$ cat src/rtl/branch_predict_unit.sv
// Branch unit: fetch-stage BHT prediction plus EX-stage resolution, training and statistics.
// Latency: prediction and resolution are combinational (0 cycles); training is visible to fetch one cycle after the EX edge.
// Backpressure: none; the unit accepts one fetch lookup and one EX resolution every cycle and never stalls.
module branch_predict_unit #(
  parameter int DATA_W    = 32,
  parameter int PC_W      = 32,
  parameter int BHT_DEPTH = 64,
  parameter int IDX_W     = $clog2(BHT_DEPTH),
  parameter int CNT_W     = 16
) (
  input  logic              clk,
  input  logic              reset,
  input  logic              if_valid,
  input  logic [PC_W-1:0]   if_pc,
  input  logic [31:0]       if_instr,
  output logic              if_is_branch,
  output logic              if_pred_taken,
  output logic [PC_W-1:0]   if_pred_target,
  input  logic              ex_valid,
  input  logic [PC_W-1:0]   ex_pc,
  input  logic [31:0]       ex_instr,
  input  logic [DATA_W-1:0] ex_rs,
  input  logic [DATA_W-1:0] ex_rt,
  input  logic              ex_pred_taken,
  output logic              ex_is_branch,
  output logic              ex_taken,
  output logic              mispredict,
  output logic [PC_W-1:0]   redirect_pc,
  output logic [CNT_W-1:0]  branch_count,
  output logic [CNT_W-1:0]  mispredict_count
);

  typedef enum logic [2:0] {
    BR_NONE,
    BR_BEQ,
    BR_BNE,
    BR_BLEZ,
    BR_BGTZ,
    BR_BLTZ,
    BR_BGEZ
  } br_kind_e;

  localparam logic [1:0] CTR_WEAK_NT = 2'b01;
  localparam logic [CNT_W-1:0] CNT_MAX = {CNT_W{1'b1}};

  // Classify an instruction word; REGIMM needs the rt field to tell BLTZ from BGEZ.
  function automatic br_kind_e decode_branch(input logic [31:0] instr);
    br_kind_e kind;
    kind = BR_NONE;
    case (instr[31:26])
      6'h04: kind = BR_BEQ;
      6'h05: kind = BR_BNE;
      6'h06: kind = BR_BLEZ;
      6'h07: kind = BR_BGTZ;
      6'h01: begin
        if (instr[20:16] == 5'h00)      kind = BR_BLTZ;
        else if (instr[20:16] == 5'h01) kind = BR_BGEZ;
        else                            kind = BR_NONE;
      end
      default: kind = BR_NONE;
    endcase
    return kind;
  endfunction

  // Two's-complement branch condition on the forwarded operands.
  function automatic logic branch_cond(input br_kind_e kind,
                                       input logic [DATA_W-1:0] rs,
                                       input logic [DATA_W-1:0] rt);
    logic rs_neg;
    logic rs_zero;
    logic res;
    rs_neg  = rs[DATA_W-1];
    rs_zero = (rs == '0);
    case (kind)
      BR_BEQ:  res = (rs == rt);
      BR_BNE:  res = (rs != rt);
      BR_BLEZ: res = rs_neg | rs_zero;
      BR_BGTZ: res = ~rs_neg & ~rs_zero;
      BR_BLTZ: res = rs_neg;
      BR_BGEZ: res = ~rs_neg;
      default: res = 1'b0;
    endcase
    return res;
  endfunction

  // pc + 4 + (sext(imm16) << 2), wrapping at the PC width.
  function automatic logic [PC_W-1:0] branch_target(input logic [PC_W-1:0] pc,
                                                    input logic [31:0] instr);
    logic [PC_W-1:0] off;
    off = {{(PC_W-16){instr[15]}}, instr[15:0]};
    return pc + PC_W'(4) + (off << 2);
  endfunction

  logic [1:0]       bht_q [BHT_DEPTH];
  logic [1:0]       bht_upd_d;
  logic [CNT_W-1:0] branch_count_q, branch_count_d;
  logic [CNT_W-1:0] mispredict_count_q, mispredict_count_d;

  br_kind_e         if_kind;
  br_kind_e         ex_kind;
  logic [IDX_W-1:0] if_idx;
  logic [IDX_W-1:0] ex_idx;
  logic [1:0]       if_ctr;
  logic [1:0]       ex_ctr;
  logic [PC_W-1:0]  if_tgt;
  logic [PC_W-1:0]  ex_tgt;

  assign if_idx = if_pc[IDX_W+1:2];
  assign ex_idx = ex_pc[IDX_W+1:2];

  // Fetch-side lookup straight from BHT registers; a same-cycle EX write is not bypassed.
  always_comb begin
    if_kind        = decode_branch(if_instr);
    if_ctr         = bht_q[if_idx];
    if_tgt         = branch_target(if_pc, if_instr);
    if_is_branch   = (if_kind != BR_NONE);
    if_pred_taken  = if_valid & if_is_branch & if_ctr[1];
    if_pred_target = if_pred_taken ? if_tgt : (if_pc + PC_W'(4));
  end

  // EX-side resolution: outcome, mispredict flag and the corrected next PC.
  always_comb begin
    ex_kind      = decode_branch(ex_instr);
    ex_tgt       = branch_target(ex_pc, ex_instr);
    ex_is_branch = ex_valid & (ex_kind != BR_NONE);
    ex_taken     = ex_is_branch & branch_cond(ex_kind, ex_rs, ex_rt);
    mispredict   = ex_is_branch & (ex_taken != ex_pred_taken);
    redirect_pc  = ex_taken ? ex_tgt : (ex_pc + PC_W'(4));
  end

  // Next value of the trained entry: saturating up on taken, down on not-taken.
  always_comb begin
    ex_ctr    = bht_q[ex_idx];
    bht_upd_d = ex_ctr;
    if (ex_taken) begin
      if (ex_ctr != 2'b11) bht_upd_d = ex_ctr + 2'b01;
    end else begin
      if (ex_ctr != 2'b00) bht_upd_d = ex_ctr - 2'b01;
    end
  end

  // Next values of the statistics counters, holding at all-ones rather than wrapping.
  always_comb begin
    branch_count_d     = branch_count_q;
    mispredict_count_d = mispredict_count_q;
    if (ex_is_branch && (branch_count_q != CNT_MAX))
      branch_count_d = branch_count_q + CNT_W'(1);
    if (mispredict && (mispredict_count_q != CNT_MAX))
      mispredict_count_d = mispredict_count_q + CNT_W'(1);
  end

  // BHT storage: reset wipes all history to weak-not-taken, otherwise train on resolved branches.
  always_ff @(posedge clk) begin
    if (reset) begin
      for (int i = 0; i < BHT_DEPTH; i++) bht_q[i] <= CTR_WEAK_NT;
    end else if (ex_is_branch) begin
      bht_q[ex_idx] <= bht_upd_d;
    end
  end

  // Statistics registers; counting is suppressed while reset is asserted.
  always_ff @(posedge clk) begin
    if (reset) begin
      branch_count_q     <= '0;
      mispredict_count_q <= '0;
    end else begin
      branch_count_q     <= branch_count_d;
      mispredict_count_q <= mispredict_count_d;
    end
  end

  assign branch_count     = branch_count_q;
  assign mispredict_count = mispredict_count_q;

endmodule

$ cat config.mk
export PLATFORM = sky130hd
export DESIGN_NAME = branch_predict_unit
export DESIGN_NICKNAME = d
export VERILOG_FILES = /design/src/rtl/branch_predict_unit.sv
export SDC_FILE = /design/constraint.sdc
export NUM_CORES = 1
export LEC_CHECK = 0
export CORE_MARGIN = 8
export CORE_UTILIZATION = 54
export CTS_CLUSTER_SIZE = 8
export DETAILED_ROUTE_END_ITERATION = 6
export DONT_BUFFER_PORTS = 1
export GPL_ROUTABILITY_DRIVEN = 0
export HOLD_SLACK_MARGIN = 0.15
export PLACE_DENSITY_LB_ADDON = 0.15
export REMOVE_ABC_BUFFERS = 1
export SYNTH_ARGS = -nofsm -noshare
export SYNTH_HDL_FRONTEND = slang
export SYNTH_SLANG_ARGS = --single-unit
$ cat constraint.sdc
create_clock -name clk -period 8.3 [get_ports clk]
set_input_delay 0.415 -clock clk [delete_from_list [all_inputs] [get_ports clk]]
set_output_delay 0.415 -clock clk [all_outputs]
set_load 0.005 [all_outputs]
==> parameters.txt, run 1 <==
Parameter                              Value

GRT
  Pin count of the biggest net entering global routing    73
  Met2 Usage GRT    0.431
  Met3 track demand over resource in global routing    0.0602
  GRT Total Usage    0.249
  Antenna violations before repair    0
  Wire length of the first global-routing pass    62600 um
  Overall overflow remaining after global route    0
  Met1 Use GR    0.299
  Via count of the first global-routing pass    approximately 12000
  Gr busiest metal    met2

Pwr
  Net switching share of the total power    0.280
  Worst supply voltage drop on vdd    roughly 180 uV
  Power share of the sequential group    0.408
  Pwr per Cell Area    between 100 and 150 nW/um^2
  Clock network fraction of total power    0.375
  Total leakage power    5.08 nW
  Switching Power    0.605 mW
  Portion of total power attributed to combinational logic    0.217
  Power Internal    between 1.5 and 2 mW

STA
  Final Hold Vio Count    0
  Worst-Margin Slew    1120 ps
  Minimum clock period after layout    4640 ps
  F_max    216 MHz
  Final count of pins violating max slew    0
  Layout Skew    between 10 and 15 ps
  Sum of negative setup slack    0 ps
  Fraction of the cycle the final worst path needs    0.559
  Headroom to the max-slew limit    0.252
  Final setup viols    0
  Unrepaired setup endpoints after global routing    no

Floorplanning
  Number of rows created at floorplan    59
  Height of the chip    177 um
  Placeable Area    25800 um^2
  Initial core utilization    0.545
  Number of I/O pins    298
  Total die area    31500 um^2
  Floorplan die width    177 um

Run
  Max-cap check violation count    0

Synth
  Complex-gate fraction of the synthesized area    0.129
  Synth Instances    1578
  Flop and latch count out of synthesis    160
  Proportion of synthesized flip-flops having asynchronous set or reset    0
  Xor-xnor portion of the synthesized cell area    0.0970
  Number of warnings reported in the yosys synthesis log    0
  Sequential-to-total area share from yosys stat    0.318
  Mux contribution to synthesized area    0.102
  Commonest register cell after synthesis    edfxtp_1
  Share of synthesized cell area in and, or, nand and nor gates    0.240
  Post-Synthesis Cell Area    roughly 14000 um^2
  Fraction of the mapped netlist area in adder cells    0.0701
  Unique cell type count in the Yosys netlist    73
  Count of flip-flops with a built-in enable after synthesis    between 100 and 150
  Dominant combinational cell family by area after synthesis    simple AND/OR/NAND/NOR gates
  Synthesized area per cell    8.92 um^2

Clock tree
  Clk sink count    160
  Cts bufs inserted    17
  CTS root buffer    clkbuf_16
  Worst-path clk slew    70 ps
  Deepest clock path buffer count    2
  TritonCTS clock tree    done
  Worst-skew pair later-pin latency    440 ps
  Number of H-tree levels    4
  # resized after CTS    0

Place
  Post-Place Cells    approximately 1800
  Port-buffer cells    0
  Hpwl dp    between 20000 and 30000 um

Layout
  Most common library cell in the layout ignoring fill and taps    nand2_1
  Number of nets in the layout    1790
  Fraction of layout instances using a drive strength above 1    0.104
  Final core utilization    0.569
  Commonest non-fill, non-tap cells in the layout    204 x nand2_1, 137 x nor2_1, 128 x edfxtp_1
  Multi-input gate area in the final layout    8990 um^2
  Flip-flop and latch area    roughly 4500 um^2
  Filler cell count in the final layout    2338
  Syn-to-layout area delta    4.46%
  Number of diodes added for antenna fixing    0
  Number of standard cells in the final layout excluding fillers    1865

Worst hold path
  Path class of the lowest-slack min-delay path    primary input to flop

Worst setup path
  CP Max Fanout    8
  Endpoint required time on the critical path    about 7900 ps
  CP endpoint kind    primary output
  Category of the worst setup path launch point    primary input
  Arrival time of data at the critical path endpoint    4220 ps
  Critical setup path kind    primary input to primary output

Detailed routing
  Violation count after the first detailed-route iteration    1143
  DRT Pass-1 Iters    6
  Average vias per placed instance    6.50
  Antenna Violating Nets Remaining    0
  Final wirelength    40700 um
  Remaining design rule violation count    0
  Routed vias    12100
  Wirelength per Cell    roughly 22 um

Run status
  Outcome    completed
worst paths after layout:
check / start / end / slack [ps] / cells past startpoint
min: reset / mispredict_count[4]$_SDFFE_PP0P_ / 170 / 2
max reg2reg: bht_q[2][1]$_SDFFCE_PN0P_ / bht_q[45][1]$_SDFFCE_PN0P_ / 4630 / 8
min reg2reg: mispredict_count[4]$_SDFFE_PP0P_ / mispredict_count[4]$_SDFFE_PP0P_ / 530 / 2
max: if_pc[6] / if_pred_target[28] / 3660 / 16
kinds of logic after synthesis:
kind of cell    after synthesis
compound gates              287
xor+xnor                    156
fa+ha+maj                    78
buf+inv                     122
flops                       160
mux                         100
simple gates                675
synthesized netlist by cell type (all sizes together) (3+ instances only):
cell type  instances  area share
nand2            204       0.054
nor2             137       0.037
edfxtp           128        0.27
nand3            114       0.041
xnor2            108       0.067
o21ai             78       0.028
ha                74       0.066
a21oi             69       0.025
buf               50       0.024
mux2              49       0.039
xor2              48       0.030
clkbuf            44       0.012
nor3              43       0.021
nand4             42       0.019
nor4              35       0.021
dfxtp             32       0.045
mux4              30       0.048
a21o              28       0.015
and3              27       0.012
inv               27      0.0072
nor2b             26       0.012
mux2i             21       0.015
a22oi             15      0.0080
o21bai            13      0.0069
nand2b            12      0.0053
a211oi            11      0.0059
a221oi            10      0.0062
and2              10      0.0044
o22ai             10      0.0044
o211ai             8      0.0043
or3                8      0.0036
a31oi              7      0.0031
and4               6      0.0037
o21a               6      0.0032
a211o              5      0.0031
o31ai              4      0.0021
a31o               3      0.0019
a41oi              3      0.0019
o2bb2ai            3      0.0019
or2                3      0.0013
critical path, cell delays in order:
cell and delay [ps]:
and3_1 150, and3_1 180, and2_1 180, nand2_1 140
nor3_1 410, nand3_1 290, xnor2_1 340, ha_1 320
a21o_1 210, or2_2 280, or4_1 470, a211o_1 280
nand4_1 110, a21oi_1 90, xnor2_1 140, a21oi_1 220
metal layers:
metal  vias to the layer above  part of all wire
li1                       5699                 -
met1                      5705              0.38
met2                       613              0.49
met3                        99             0.095
met4                         0             0.031
met5                         -                 0
flip-flops by register name, summed over array words and instances (netlist names):
signal            count
branch_count         16
bht_q               128
mispredict_count     16
power by group through the flow:
stage	sequential [mW]	clock [mW]	combinational, mW
floorplan	0.895	0	0.363
global placement	0.898	0	0.454
detailed placement	0.899	0	0.461
CTS	0.882	0.813	0.466
global route	0.883	0.846	0.519
finish	0.882	0.811	0.470
layout make-up:
type                       instances  share of cell area
clock inverter                    11              0.0106
tap                              335              0.0285
timing repair buffer              14             0.00731
sequential                       160               0.305
inverter                          28             0.00714
multi-input combinational       1296               0.611
clock buffer                      21              0.0306
metrics by stage:
step                setup slack, ps  hold WS, ps  instance area [um^2]  total power [mW]
floorplan                      3790          475                 13600              1.26
global placement               3710          490                 14100              1.35
detailed placement             3660          493                 14100              1.36
CTS                            3650          153                 14700              2.16
global route                   3450          165                 14700              2.25
finish                         3660          168                 14700              2.16
repair_timing:
item                      in CTS  in global routing
hold buffers                   1                  0
buffers inserted               0                  0
hold endpoints to repair      22                  0
(Power assumes the default switching activity.)
==> run 2, diff against run 1 <==
==> constraint.sdc (replaced) <==
create_clock -name clk -period 4.2 [get_ports clk]
set_input_delay 0.21 -clock clk [delete_from_list [all_inputs] [get_ports clk]]
set_output_delay 0.21 -clock clk [all_outputs]
set_load 0.005 [all_outputs]
==> parameters.txt, run 2 (synthesis results as in run 1) <==
Parameter                              Value

Layout
  Syn-to-layout area delta    5.62% (was 4.46%)
  Fraction of layout instances using a drive strength above 1    0.112 (was 0.104)
  Number of diodes added for antenna fixing    0 (unchanged)
  Number of standard cells in the final layout excluding fillers    1881 (was 1865)
  Most common library cell in the layout ignoring fill and taps    nand2_1 (unchanged)
  Number of nets in the layout    1806 (was 1790)
  Largest Register    bht_q (unchanged)
  Final core utilization    0.576 (was 0.569)
  Commonest non-fill, non-tap cells in the layout    204 x nand2_1, 136 x nor2_1, 128 x edfxtp_1 (was 204 x nand2_1, 137 x nor2_1, 128 x edfxtp_1)
  Number of flip-flops under the largest register name    128 (unchanged)
  Filler cell count in the final layout    2346 (was 2338)

Worst setup path
  End of the worst register-to-register path    bht_q[58][0]$_SDFFCE_PN1P_ (was bht_q[45][1]$_SDFFCE_PN0P_)
  Reg-to-Reg Start    bht_q[3][1]$_SDFFCE_PN0P_ (was bht_q[2][1]$_SDFFCE_PN0P_)
  Critical setup path kind    primary input to primary output (unchanged)
  Arrival time of data at the critical path endpoint    3770 ps (was 4220 ps)
  Register-to-Register Path Depth    8 (unchanged)
  CP endpoint kind    primary output (unchanged)
  CP Max Fanout    6 (was 8)
  Largest stage delay, worst path    410 ps (was 470 ps)
  Cell breakdown of the critical path    nand4_1 > nor2_1 > and4_1 > nand3_1 > nor2_1 > nand2_1 > xnor2_1 > ha_1 > nand2_1 > a21oi_1 > nand4_1 > o211ai_1 > a31oi_1 > o21bai_1 > a21oi_1 > xnor2_1 > mux2_2 (was and3_1 > and3_1 > and2_1 > nand2_1 > nor3_1 > nand3_1 > xnor2_1 > ha_1 > a21o_1 > or2_2 > or4_1 > a211o_1 > nand4_1 > a21oi_1 > xnor2_1 > a21oi_1)
  R2R setup slack    860 ps (was 4630 ps)
  Category of the worst setup path launch point    primary input (unchanged)
  Endpoint required time on the critical path    3990 ps (was 7890 ps)
  Critical path origin    ex_pc[9] (was if_pc[6])
  Slowest stage cell on the critical path    o211ai_1 (was or4_1)

Pwr
  Portion of total power attributed to combinational logic    0.230 (was 0.217)
  Total leakage power    5.18 nW (was 5.08 nW)
  Power share of the sequential group    0.417 (was 0.408)
  Worst supply voltage drop on vdd    259 uV (was 176 uV)
  Net switching share of the total power    0.287 (was 0.280)
  Pwr per Cell Area    281 nW/um^2 (was 147 nW/um^2)
  Power Internal    2.98 mW (was 1.56 mW)
  Clock network fraction of total power    0.353 (was 0.375)
  Switching Power    1.20 mW (was 0.605 mW)

Detailed routing
  Violation count after the first detailed-route iteration    1178 (was 1143)
  Remaining design rule violation count    0 (unchanged)
  Routed vias    12100 (about the same)
  Antenna Violating Nets Remaining    0 (unchanged)
  Final wirelength    41400 um (was 40700 um)
  DRT Pass-1 Iters    6 (unchanged)
  Wirelength per Cell    22.0 um (was 21.8 um)
  Average vias per placed instance    6.43 (was 6.50)

GRT
  Via count of the first global-routing pass    12000 (was 11900)
  GRT Total Usage    0.256 (was 0.249)
  Antenna violations before repair    0 (unchanged)
  Pin count of the biggest net entering global routing    73 (unchanged)
  Wire length of the first global-routing pass    64100 um (was 62600 um)
  Overall overflow remaining after global route    0 (unchanged)

Floorplanning
  Number of rows created at floorplan    59 (unchanged)
  Initial core utilization    0.545 (unchanged)
  Placeable Area    25800 um^2 (unchanged)
  Total die area    31500 um^2 (unchanged)
  Height of the chip    177 um (unchanged)
  Number of I/O pins    298 (unchanged)
  Floorplan die width    177 um (unchanged)

Place
  Port-buffer cells    0 (unchanged)
  Post-Place Cells    1839 (was 1832)
  Hpwl dp    30300 um (was 30000 um)
  Pre-CTS WS    116 ps (was 3660 ps)

STA
  Minimum clock period after layout    3980 ps
  Final setup viols    0 (unchanged)
  Final Hold Vio Count    0 (unchanged)
  Setup slack after layout    224 ps (was 3660 ps)
  Layout Skew    11.7 ps (was 14.0 ps)
  Unrepaired setup endpoints after global routing    no (unchanged)
  Fraction of the cycle the final worst path needs    0.947
  Worst-Margin Slew    1090 ps (was 1120 ps)
  Headroom to the max-slew limit    0.268 (was 0.252)
  F_max    ~250 MHz
  Final count of pins violating max slew    0 (unchanged)
  WHS    174 ps (was 168 ps)

Clock tree
  # Post-CTS Setup Buffers    0 (unchanged)
  Worst-path clk slew    60 ps (was 70 ps)
  Deepest clock path buffer count    2 (unchanged)
  Clk sink count    160 (unchanged)
  CTS root buffer    clkbuf_16 (unchanged)
  Worst-skew pair later-pin latency    440 ps (about the same)
  Number of H-tree levels    4 (unchanged)
  Cts bufs inserted    17 (unchanged)
  TritonCTS clock tree    done (unchanged)

Worst hold path
  Path class of the lowest-slack min-delay path    primary input to flop (unchanged)
  WHS Path Cells    2 (unchanged)
  Launch point of the worst hold path    ex_pc[5] (was reset)
  Worst hold endpoint    bht_q[40][1]$_SDFFCE_PN0P_ (was mispredict_count[4]$_SDFFE_PP0P_)

Run
  Max-cap check violation count    0 (unchanged)

Run status
  Outcome    completed (unchanged)
-- run 2: cell types whose count changed in the layout (fill, tap and decap cells not counted), sizes merged --
cell and change:
buf +8, bufinv -3, clkbuf +3, clkinv +4, clkinvlp -3, dlygate4sd3 +8, inv -1
-- run 2: what timing repair did --
| action | 4_1_cts | 5_1_grt |
|---|---|---|
| hold buffers | 10 | 0 |
| setup endpoints to repair | 0 | 7 |
| gates resized for setup | 0 | 6 |
| endpoints found under the hold margin | 76 | 0 |
-- run 2: critical path: cells and delay by family --
family,cells,cell delay (ps)
adder cells (fa/ha/maj),1,400
XOR/XNOR,2,290
multiplexers,1,280
AND/OR/NAND/NOR,8,1480
AO/OA/AOI/OAI,5,1090
-- run 2: routing by layer --
layer,GRT usage,up-vias,share of wire
li1,-,5740,-
met1,0.308,5681,0.39
met2,0.440,577,0.49
met3,0.0611,93,0.092
met4,0.0910,0,0.030
met5,0,-,0
-- run 2: per-stage QoR --
step	power, mW	TNS (ps)	cell area [um^2]
3_3_place_gp	2.69	0	14200
6_report	4.18	0	14900
4_1_cts	4.18	0	14800
5_1_grt	4.35	0	14900
2_1_floorplan	2.49	-5100	13600
3_5_place_dp	2.70	0	14200
-- run 2: worst max-delay path by stage --
stage / endpoint / slack (ps) / cells past startpoint
floorplan: bht_q[10][0]$_SDFFCE_PN1P_ / -100 / 9
global placement: if_pred_target[28] / 150 / 17
detailed placement: if_pred_target[28] / 120 / 17
CTS: if_pred_target[28] / 100 / 17
global route: redirect_pc[29] / 10 / 17
finish: redirect_pc[29] / 220 / 17
-- run 2: area by class of cell --
class	instances	area [um^2]	area share
clock inverters	8	53.8	0.00362
clock buffers	24	505	0.0340
repair buffers	30	293	0.0197
well taps	335	419	0.0282
inverters	28	105	0.00707
multi-input cells	1296	9010	0.606
flip-flops and latches	160	4480	0.301
-- run 2: power groups by stage --
stage	sequential (mW)	combinational (mW)	clock, mW
finish	1.74	0.962	1.48
CTS	1.74	0.951	1.48
floorplan	1.77	0.717	0
global placement	1.78	0.910	0
detailed placement	1.78	0.923	0
global route	1.74	1.06	1.54
==> run 3, diff against run 2 <==
--- a/config.mk
+++ b/config.mk
@@ -5,6 +5,7 @@
 export SDC_FILE = /design/constraint.sdc
 export NUM_CORES = 1
 export LEC_CHECK = 0
+export ABC_AREA = 1
 export CORE_MARGIN = 8
 export CORE_UTILIZATION = 54
 export CTS_CLUSTER_SIZE = 8
==> parameters.txt, run 3 <==
Parameter                              Value

Worst setup path
  R2R setup slack    1480 ps (was 860 ps)
  Arrival time of data at the critical path endpoint    3660 ps (was 3770 ps)
  Register-to-Register Path Depth    11 (was 8)
  Category of the worst setup path launch point    primary input (unchanged)
  CP Max Fanout    7 (was 6)
  End of the worst register-to-register path    bht_q[13][1]$_SDFFCE_PN0P_ (was bht_q[58][0]$_SDFFCE_PN1P_)
  Endpoint required time on the critical path    3990 ps (about the same)
  Reg-to-Reg Start    bht_q[55][1]$_SDFFCE_PN0P_ (was bht_q[3][1]$_SDFFCE_PN0P_)
  CP endpoint kind    primary output (unchanged)
  Critical setup path kind    primary input to primary output (unchanged)

Layout
  Area of all placed cells without fillers    15900 um^2 (was 14900 um^2)
  Commonest non-fill, non-tap cells in the layout    524 x nand2_1, 292 x inv_1, 260 x nor2_1 (was 204 x nand2_1, 136 x nor2_1, 128 x edfxtp_1)
  Fraction of layout instances using a drive strength above 1    0.0394 (was 0.112)
  Filler cell count in the final layout    2672 (was 2346)
  Number of flip-flops under the largest register name    128 (unchanged)
  Number of nets in the layout    2442 (was 1806)
  Syn-to-layout area delta    5.71% (was 5.62%)
  Largest Register    bht_q (unchanged)
  Number of diodes added for antenna fixing    0 (unchanged)
  Most common library cell in the layout ignoring fill and taps    nand2_1 (unchanged)
  Number of standard cells in the final layout excluding fillers    2560 (was 1881)

Clock tree
  CTS root buffer    clkbuf_16 (unchanged)
  Clk sink count    160 (unchanged)
  TritonCTS clock tree    done (unchanged)
  Worst-skew pair later-pin latency    430 ps (was 440 ps)
  Number of H-tree levels    4 (unchanged)
  Worst-path clk slew    60 ps (about the same)
  Cts bufs inserted    17 (unchanged)
  Deepest clock path buffer count    2 (unchanged)

Synth
  Top area cells in the synthesized netlist    edfxtp_1 26%, nand2_1 13%, inv_1 7.3%, nor2_1 6.5%, ha_1 6.2% (was edfxtp_1 27%, xnor2_1 6.7%, ha_1 6.6%, nand2_1 5.4%, mux4_2 4.8%)
  Number of warnings reported in the yosys synthesis log    0 (unchanged)
  Flop and latch count out of synthesis    160 (unchanged)
  Synthesized area per cell    6.82 um^2 (was 8.92 um^2)
  Complex-gate fraction of the synthesized area    0.133 (was 0.129)
  Fraction of the mapped netlist area in adder cells    0.0644 (was 0.0701)
  Commonest register cell after synthesis    edfxtp_1 (unchanged)
  Unique cell type count in the Yosys netlist    53 (was 73)
  Most common cell in the netlist    nand2_1 (unchanged)
  Proportion of synthesized flip-flops having asynchronous set or reset    0 (unchanged)
  Dominant combinational cell family by area after synthesis    simple AND/OR/NAND/NOR gates (unchanged)
  Post-Synthesis Cell Area    15000 um^2 (was 14100 um^2)
  Synth top cells by count    525 x nand2_1, 293 x inv_1, 260 x nor2_1 (was 204 x nand2_1, 137 x nor2_1, 128 x edfxtp_1)
  Post-synth top area share    0.256 (was 0.273)
  Mux contribution to synthesized area    0 (was 0.102)
  Sequential-to-total area share from yosys stat    0.299 (was 0.318)
  Library cell occupying the most area in the post-synthesis netlist    edfxtp_1 (unchanged)
  Synth Instances    2201 (was 1578)
  Xor-xnor portion of the synthesized cell area    0.0823 (was 0.0970)
  Count of flip-flops with a built-in enable after synthesis    128 (unchanged)
  Share of synthesized cell area in and, or, nand and nor gates    0.321 (was 0.240)

STA
  Final setup viols    0 (unchanged)
  Unrepaired setup endpoints after global routing    no (unchanged)
  Fraction of the cycle the final worst path needs    0.922 (was 0.947)
  Sum of negative setup slack    0 ps (unchanged)
  WHS    209 ps (was 174 ps)
  Setup slack after layout    329 ps (was 224 ps)
  Minimum clock period after layout    3870 ps (was 3980 ps)
  Headroom to the max-slew limit    0.305 (was 0.268)
  Final Hold Vio Count    0 (unchanged)
  Final count of pins violating max slew    0 (unchanged)
  Worst-Margin Slew    1040 ps (was 1090 ps)
  F_max    258 MHz (was 251 MHz)
  Layout Skew    12.6 ps (was 11.7 ps)

Pwr
  Worst supply voltage drop on vdd    240 uV (was 259 uV)
  Pwr per Cell Area    269 nW/um^2 (was 281 nW/um^2)
  Total leakage power    6.44 nW (was 5.18 nW)

Floorplanning
  Total die area    33400 um^2 (was 31500 um^2)
  Placeable Area    27600 um^2 (was 25800 um^2)
  Floorplan die width    183 um (was 177 um)
  Height of the chip    183 um (was 177 um)
  Number of I/O pins    298 (unchanged)
  Number of rows created at floorplan    61 (was 59)
  Initial core utilization    0.544 (was 0.545)

GRT
  Antenna violations before repair    0 (unchanged)
  Overall overflow remaining after global route    0 (unchanged)
  GRT Total Usage    0.269 (was 0.256)
  Pin count of the biggest net entering global routing    51 (was 73)
  Wire length of the first global-routing pass    72800 um (was 64100 um)
  Via count of the first global-routing pass    14100 (was 12000)

Place
  Placed cell area    15200 um^2 (was 14200 um^2)
  Port-buffer cells    0 (unchanged)
  Pre-CTS WS    343 ps (was 116 ps)
  Hpwl dp    35700 um (was 30300 um)
  Post-Place Cells    2526 (was 1839)

Run
  Max-cap check violation count    0 (unchanged)

Detailed routing
  Routed vias    14700 (was 12100)
  Antenna Violating Nets Remaining    0 (unchanged)
  DRT Pass-1 Iters    6 (unchanged)
  Wirelength per Cell    18.2 um (was 22.0 um)
  Final wirelength    46700 um (was 41400 um)
  Average vias per placed instance    5.76 (was 6.43)
  Remaining design rule violation count    0 (unchanged)
  Violation count after the first detailed-route iteration    1427 (was 1178)

Worst hold path
  Path class of the lowest-slack min-delay path    primary input to flop (unchanged)
  Worst hold endpoint    bht_q[19][0]$_SDFFCE_PN1P_ (was bht_q[40][1]$_SDFFCE_PN0P_)
  WHS Path Cells    3 (was 2)
  Launch point of the worst hold path    ex_pc[3] (was ex_pc[5])

Run status
  Outcome    completed (unchanged)
==> run 3: cell types whose count changed in the layout (fill, tap and decap cells not counted), moves of 30 or more <==
cell,previous run,this run
nand2_1,204,524
inv_1,24,292
nor2_1,136,260
o21ai_0,75,127
a21oi_1,68,119
xnor2_1,107,56
mux2_2,47,0
xor2_1,48,85
mux4_2,30,0
==> run 3: repair_timing <==
action,in CTS,in global routing
hold endpoints to repair,22,0
hold buffers,1,0
endpoints found under the setup margin,0,4
setup buffers,0,1
resized for setup,0,3
==> run 3: layout make-up <==
type                            count  area [um^2]  share of cell area
Sequential cell                   160         4480               0.283
Inverter                          303         1150              0.0724
Timing Repair Buffer               19          158             0.00994
Clock inverter                      9         67.6             0.00426
Clock buffer                       23          520              0.0328
Tap cell                          378          473              0.0298
Multi-Input combinational cell   1668         9010               0.568
==> run 3: stage by stage <==
step | total power, mW | utilization
finish | 4.26 | 0.576
global placement | 2.73 | 0.553
floorplan | 2.50 | -
CTS | 4.25 | 0.575
detailed placement | 2.74 | 0.553
global route | 4.45 | 0.576
==> run 3: worst max path at each step <==
stage,startpoint,end,depth (start not counted)
4_1_cts,ex_pc[5],redirect_pc[27],24
5_1_grt,ex_pc[5],redirect_pc[29],22
2_1_floorplan,ex_pc[5],redirect_pc[27],24
3_5_place_dp,ex_pc[5],redirect_pc[27],24
3_3_place_gp,ex_pc[5],redirect_pc[27],24
6_report,ex_pc[6],redirect_pc[27],24
==> run 3: critical path, stage by stage <==
cell,delay [ps]
nand2_1,110
nor2_4,240
clkinvlp_4,170
nor2_4,140
nand2_1,120
nor3_4,200
nand2_1,100
nor3_1,180
nand4_1,160
nor2_1,160
nand2_1,70
nand2_1,90
inv_1,50
ha_1,320
a21oi_1,210
o21ai_0,110
a21oi_1,170
nand3_1,150
nand2_1,90
nand2_1,70
a21oi_1,190
xor2_1,160
nand2_1,50
o21ai_0,120
==> run 3: cell families after synthesis <==
kind of cell,Yosys count
DFF,160
and+or+nand+nor,1104
buffers and inverters,373
AOI/OAI and AO/OA,347
adders and majority gates,76
xor gates and xnor gates,141
==> run 3: routing by layer <==
| layer | wire, um | vias to the layer above | global-route usage |
|---|---|---|---|
| met4 | 1660 | 0 | 0.110 |
| li1 | - | 7252 | - |
| met2 | 22400 | 638 | 0.457 |
| met3 | 3970 | 124 | 0.0545 |
| met1 | 18700 | 6719 | 0.329 |
| met5 | 0 | - | 0 |
==> run 3: power by group <==
group / switching (mW) / internal [mW] / leakage [nW]
clock: 0.645 / 0.882 / 0.297
sequential: 0.0135 / 1.73 / 1.36
combinational: 0.646 / 0.344 / 4.78
total: 1.30 / 2.95 / 6.44
